$ cat src/rtl/sparse_pack_if.sv
// Dense-in / packed-out bundle for sparse_pack.
// Optional thr field exists only when THRESHOLD_EN is defined.
interface sparse_pack_if #(
    parameter int IL     = 8,
    parameter int FL     = 12,
    parameter int length = 32
);
    localparam int W = IL + FL;

    logic                input_ready;
    logic signed [W-1:0] in [length];
    logic                output_taken;
`ifdef THRESHOLD_EN
    logic [W-2:0]        thr;
`endif
    logic [length-1:0]   o_mask;
    logic signed [W-1:0] o_data [16];
    logic [4:0]          o_count;
    logic                overflow;
    logic [1:0]          state;

    modport master (
`ifdef THRESHOLD_EN
        output thr,
`endif
        output input_ready, in, output_taken,
        input  o_mask, o_data, o_count,
        input  overflow, state
    );

    modport slave (
`ifdef THRESHOLD_EN
        input  thr,
`endif
        input  input_ready, in, output_taken,
        output o_mask, o_data, o_count,
        output overflow, state
    );
endinterface

$ cat src/rtl/sparse_pack.sv
// Serial sparse-vector compressor: presence mask plus 16 packed slots.
// Define THRESHOLD_EN to add a magnitude threshold on presence.
module sparse_pack #(
    parameter int IL       = 8,
    parameter int FL       = 12,
    parameter int length   = 32,
    parameter int p_length = $clog2(length)
) (
    input  logic          clk,
    input  logic          reset,
    sparse_pack_if.slave  bus
);
    localparam int W = IL + FL;

    typedef enum logic [1:0] {
        IDLE = 2'b00,
        SCAN = 2'b01,
        DONE = 2'b10
    } state_t;

    state_t                state_q;
    state_t                state_d;
    logic signed [W-1:0]   vec_q [length];
    logic [p_length-1:0]   m_pointer;
    logic [4:0]            o_pointer;
    logic [length-1:0]     mask_q;
    logic signed [W-1:0]   data_q [16];
    logic                  ovf_q;
    logic signed [W-1:0]   elem;
    logic                  present;

    assign elem = vec_q[m_pointer];

`ifdef THRESHOLD_EN
    logic [W-2:0]        thr_q;
    logic signed [W-1:0] neg;
    logic [W-2:0]        mag;

    assign neg = -elem;

    // Negating the most negative value overflows; clamp it to max.
    always_comb begin
        mag = elem[W-2:0];
        if (elem[W-1])
            mag = neg[W-1] ? '1 : neg[W-2:0];
    end

    assign present = mag > thr_q;
`else
    assign present = elem != '0;
`endif

    always_ff @(posedge clk) begin
        if (!reset)
            state_q <= IDLE;
        else
            state_q <= state_d;
    end

    always_comb begin
        state_d = state_q;
        unique case (state_q)
            IDLE:
                if (bus.input_ready)
                    state_d = SCAN;
            SCAN:
                if (m_pointer == p_length'(length - 1))
                    state_d = DONE;
            DONE:
                if (bus.output_taken)
                    state_d = IDLE;
            default:
                state_d = IDLE;
        endcase
    end

    always_ff @(posedge clk) begin
        if (!reset) begin
            for (int i = 0; i < length; i++)
                vec_q[i] <= '0;
            for (int j = 0; j < 16; j++)
                data_q[j] <= '0;
            mask_q    <= '0;
            m_pointer <= '0;
            o_pointer <= '0;
            ovf_q     <= 1'b0;
`ifdef THRESHOLD_EN
            thr_q     <= '0;
`endif
        end else begin
            unique case (state_q)
                IDLE: begin
                    if (bus.input_ready) begin
                        vec_q <= bus.in;
                        for (int j = 0; j < 16; j++)
                            data_q[j] <= '0;
                        mask_q    <= '0;
                        m_pointer <= '0;
                        o_pointer <= '0;
                        ovf_q     <= 1'b0;
`ifdef THRESHOLD_EN
                        thr_q     <= bus.thr;
`endif
                    end
                end
                SCAN: begin
                    if (present) begin
                        if (!o_pointer[4]) begin
                            data_q[o_pointer[3:0]] <= elem;
                            mask_q[m_pointer]      <= 1'b1;
                            o_pointer <= o_pointer + 5'd1;
                        end else begin
                            ovf_q <= 1'b1;
                        end
                    end
                    m_pointer <= m_pointer + 1'b1;
                end
                default: ;
            endcase
        end
    end

    assign bus.o_mask   = mask_q;
    assign bus.o_data   = data_q;
    assign bus.o_count  = o_pointer;
    assign bus.overflow = ovf_q;
    assign bus.state    = state_q;
endmodule

$ cat src/flat_wrapper.sv
// flat-port wrapper written by rule: the top's interface ports become plain ports
module sparse_pack_flat 
#(
    parameter int IL       = 8,
    parameter int FL       = 12,
    parameter int length   = 32,
    parameter int p_length = $clog2(length)
)
  (clk, reset, bus_input_ready, bus_in, bus_output_taken, bus_o_mask, bus_o_data, bus_o_count, bus_overflow, bus_state);
  sparse_pack_if #(.IL(IL), .FL(FL), .length(length)) bus_i ();
  input  logic clk;
  input  logic reset;
  input wire logic [$bits(bus_i.input_ready)-1:0] bus_input_ready;
  input wire logic [$bits(bus_i.in)-1:0] bus_in;
  input wire logic [$bits(bus_i.output_taken)-1:0] bus_output_taken;
  output wire logic [$bits(bus_i.o_mask)-1:0] bus_o_mask;
  output wire logic [$bits(bus_i.o_data)-1:0] bus_o_data;
  output wire logic [$bits(bus_i.o_count)-1:0] bus_o_count;
  output wire logic [$bits(bus_i.overflow)-1:0] bus_overflow;
  output wire logic [$bits(bus_i.state)-1:0] bus_state;
  assign bus_i.input_ready = bus_input_ready;
  assign bus_i.in = {>>{bus_in}};
  assign bus_i.output_taken = bus_output_taken;
  assign bus_o_mask = bus_i.o_mask;
  assign bus_o_data = {>>{bus_i.o_data}};
  assign bus_o_count = bus_i.o_count;
  assign bus_overflow = bus_i.overflow;
  assign bus_state = bus_i.state;
  sparse_pack #(.IL(IL), .FL(FL), .length(length), .p_length(p_length)) u_core (.clk(clk), .reset(reset), .bus(bus_i));
endmodule
$ cat config.mk
export PLATFORM = sky130hd
export DESIGN_NAME = sparse_pack_flat
export DESIGN_NICKNAME = d
export VERILOG_FILES = /design/src/rtl/sparse_pack_if.sv /design/src/rtl/sparse_pack.sv /design/src/flat_wrapper.sv
export SDC_FILE = /design/constraint.sdc
export NUM_CORES = 2
export LEC_CHECK = 0
export CAP_MARGIN = 20
export CORE_AREA = 2 2 385 387
export CTS_CLUSTER_DIAMETER = 120
export DETAILED_ROUTE_END_ITERATION = 16
export DIE_AREA = 0 0 387 389
export GPL_ROUTABILITY_DRIVEN = 0
export PLACE_DENSITY = 0.49
export SLEW_MARGIN = 10
export SYNTH_ARGS = -nofsm -noshare
export SYNTH_HDL_FRONTEND = slang
export SYNTH_SLANG_ARGS = --single-unit
$ cat constraint.sdc
create_clock -name clk -period 6.3 [get_ports clk]
set_input_delay 0.945 -clock clk [delete_from_list [all_inputs] [get_ports clk]]
set_output_delay 0.945 -clock clk [all_outputs]
set_load 0.005 [all_outputs]
==> flow_metrics.env <==
export IMPL_arrival_ns=6.10
export IMPL_clk_pin_slew_ns=0.06
export IMPL_start_util_pct=27.5
export IMPL_syn_instance_count=4454
export IMPL_cts_repair_resized=0
export IMPL_coreArea_um2=147000
export IMPL_yosysSeqAreaShare_pct=49.8
export IMPL_peakVddDrop_v=0.000234
export IMPL_synth_edff_count=0
export IMPL_overflow=0
export IMPL_power_total_mw=15.4
export IMPL_syn_avg_cell_area_um2=9.07
export IMPL_drive_gt1_share_pct=6.55
export IMPL_timing_final_ws_setup_ns=0.748
export IMPL_routed_wl_um=219000
export IMPL_status="complete, no violations"
export IMPL_timing_critical_path_required_ns=6.85
export IMPL_die_area_um2=151000
export IMPL_synth_area_top_cells="dfxtp_1 (50%), nand2_1 (12%), a21boi_0 (12%)"
export IMPL_area_growth_pct=39.3
export IMPL_setup_viol=0
export IMPL_rsz0062_at_grt="false"
export IMPL_maxSlewHeadroom_pct=20.2
export IMPL_holdBufCountCts=0
export IMPL_maxCapViolCount=0
export IMPL_grt_pass1_wl_um=298000
export IMPL_fin_crit_ns=5.55
export IMPL_p_seq_share_pct=44.2
export IMPL_cts_inserted_buffers=113
export IMPL_finalMaxSlewViolations=0
export IMPL_yosysTopAreaCell="dfxtp_1"
export IMPL_grt_pass1_vias=36100
export IMPL_num_rows=141
export IMPL_vias=37300
export IMPL_drc=0
export IMPL_antenna_found_initial=39
export IMPL_postCtsSetupBuffers=0
export IMPL_combPwrFrac_pct=11.3
export IMPL_firstDrtPassIters=5
export IMPL_post_place_ws_ns=0.649
export IMPL_synth_seq_cells=1005
export IMPL_swShare_pct=26.6
export IMPL_synth_distinct_cells=44
export IMPL_start_kind="flip-flop"
export IMPL_power_leakage_nw=19.7
export IMPL_async_flop_share_pct=0
export IMPL_p_int_mw=11.3
export IMPL_ant_nets=0
export IMPL_setup_tns_ns=0
export IMPL_grt_max_degree=234
export IMPL_synth_top_flop_cell="dfxtp_1"
export IMPL_clock_fmax_mhz=180
export IMPL_power_density_nw_per_um2=274
export IMPL_tightest_slew_ns=1.20
export IMPL_end_kind="flip-flop"
export IMPL_path_class="reg2reg"
export IMPL_die_height_um=389
export IMPL_clock_sinks=1005
export IMPL_finalNonFillerCells=7302
export IMPL_nNetsFinal=5918
export IMPL_cp_slowest_cell="nor4_1"
export IMPL_dpl_hpwl_um=170000
export IMPL_worstSkewPairLatency_ns=0.75
export IMPL_dp_cells=7077
export IMPL_yosysWarnings=0
export IMPL_syn_nets=5107
export IMPL_die_w_um=387
export IMPL_synth_top_area_share_pct=49.8
export IMPL_cts_tree="yes"
export IMPL_drt_iter0_drc=2860
export IMPL_cp_cell_sequence="buf_4 -> or4b_2 -> o22ai_1 -> nor4_1 -> nand4_1 -> nor4_1 -> nand4_2 -> buf_4 -> nand2_1 -> o21ai_0"
export IMPL_boundaryPins=1004
export IMPL_drt_vias_per_instance=5.11
export IMPL_critPathMaxStageDelay_ns=0.78
export IMPL_worstHoldPathType="reg2reg"
export IMPL_track_usage_pct=27.9
export IMPL_hold_viol_final=0
export IMPL_wl_per_cell_um=30.0
export IMPL_skew_ns=0.0489
export IMPL_clockRootBuffer="clkbuf_16"
export IMPL_crit_path_max_fanout=33
export IMPL_clockPowerShare_pct=44.6
export IMPL_power_net_switching_mw=4.10
export IMPL_port_buffers=1003
export IMPL_h_tree_depth=3
export IMPL_clk_path_buf_depth=3
export IMPL_synth_area_um2=40400
export IMPL_min_period_over_period_pct=88.1
cell families (layout without fill, tap and decap cells):
kind of cell | count (synthesis) | after routing | share of synthesized area (%)
AO/OA/AOI/OAI | 1189 | 1189 | 22.4
flip-flops | 1005 | 1005 | 49.8
buffers and inverters | 410 | 1317 | 4.27
adder cells (fa/ha/maj) | 9 | 9 | 0.279
other | 0 | 11 | 0
multiplexers | 320 | 320 | 8.06
AND/OR/NAND/NOR | 1521 | 1521 | 15.2
through the flow:
step / instance area (um2) / hold slack (ns) / util (%)
after global routing: 56200 / 0.476 / 38.4
after floorplan: 40400 / 0.440 / -
final: 56300 / 0.455 / 38.4
after detailed placement: 52300 / 0.445 / 35.7
after global placement: 52100 / 0.439 / 35.6
after CTS: 56200 / 0.459 / 38.3
metal layers:
metal  GRT usage (%)  wire [um]
met5               0        255
met4            11.5      10300
met3            6.64      15300
met2            48.3     106000
met1            33.1      87500
power by group through the flow:
stage / logic [mW] / registers [mW] / clock network, mW
after floorplan: 0.781 / 6.85 / 0
after global placement: 1.73 / 6.96 / 0
after detailed placement: 1.74 / 6.96 / 0
after CTS: 1.74 / 6.82 / 6.99
after global routing: 1.85 / 6.83 / 7.23
final: 1.74 / 6.82 / 6.88
final cells by class:
class / instances / area (um2)
clock buffers: 171 / 3430
well taps: 1930 / 2410
flip-flops and latches: 1005 / 20100
fillers: 14900 / 90400
repair buffers: 1100 / 11000
clock inverters: 40 / 457
multi-input cells: 3039 / 18800
diodes: 11 / 27.5
inverters: 6 / 22.5
Yosys cell counts (all sizes together) (5+ instances only):
library cell / instances
o21ai: 37
nand2: 1339
a21oi: 13
nand3: 38
nand4bb: 6
nand4: 9
clkbuf: 293
dfxtp: 1005
nor3: 11
ha: 9
a32o: 11
and2: 16
a22o: 304
nor4: 43
and3: 13
mux2i: 316
inv: 6
nor2: 24
buf: 111
nor2b: 5
nand2b: 6
o22ai: 156
a21boi: 652
registers in the layout (all words and copies together), names as in the netlist:
register and flops:
u_core.bus.o_data 320, u_core.bus.state 2, u_core.bus.o_count 5, u_core.bus.o_mask 32
u_core.m_pointer 5, u_core.bus.overflow 1, u_core.vec_q 640
worst paths after layout:
path / slack (ns) / cells after the start / endpoint / startpoint
max reg2reg: 0.75 / 10 / u_core.bus.o_mask[20] / u_core.m_pointer[0]
max: 0.75 / 10 / u_core.bus.o_mask[20] / u_core.m_pointer[0]
min reg2reg: 0.45 / 2 / u_core.bus.o_mask[23] / u_core.bus.o_mask[23]
min: 0.45 / 2 / u_core.bus.o_mask[23] / u_core.bus.o_mask[23]
worst max-delay path: cells and delay by family, from the launching register on:
family                 cells  cell delay, ns
AO/OA/AOI/OAI              2            0.54
flip-flops                 1            0.73
AND/OR/NAND/NOR            6            3.31
buffers and inverters      2            0.72
placed cells by master (no fill, tap or decap), types with 7 or more instances in the layout:
cell type	netlist	routed
o21ai_0	36	36
clkbuf_16	0	115
buf_4	24	75
nand3_1	38	38
dfxtp_1	1005	1003
nor2_2	0	7
a21oi_2	8	12
a21boi_0	652	642
a32o_1	11	11
and2_1	16	13
nand2_1	1339	1338
clkinv_2	0	23
o22ai_1	156	156
mux2i_1	316	316
diode_2	0	11
ha_1	9	9
a22o_1	304	304
buf_12	0	12
nand4_1	8	8
nor2_1	24	17
clkdlybuf4s50_1	0	1002
and3_1	13	13
clkbuf_8	0	34
nor4_1	43	41
clkbuf_1	293	22
No activity file was read; power rests on OpenSTA's default activity.
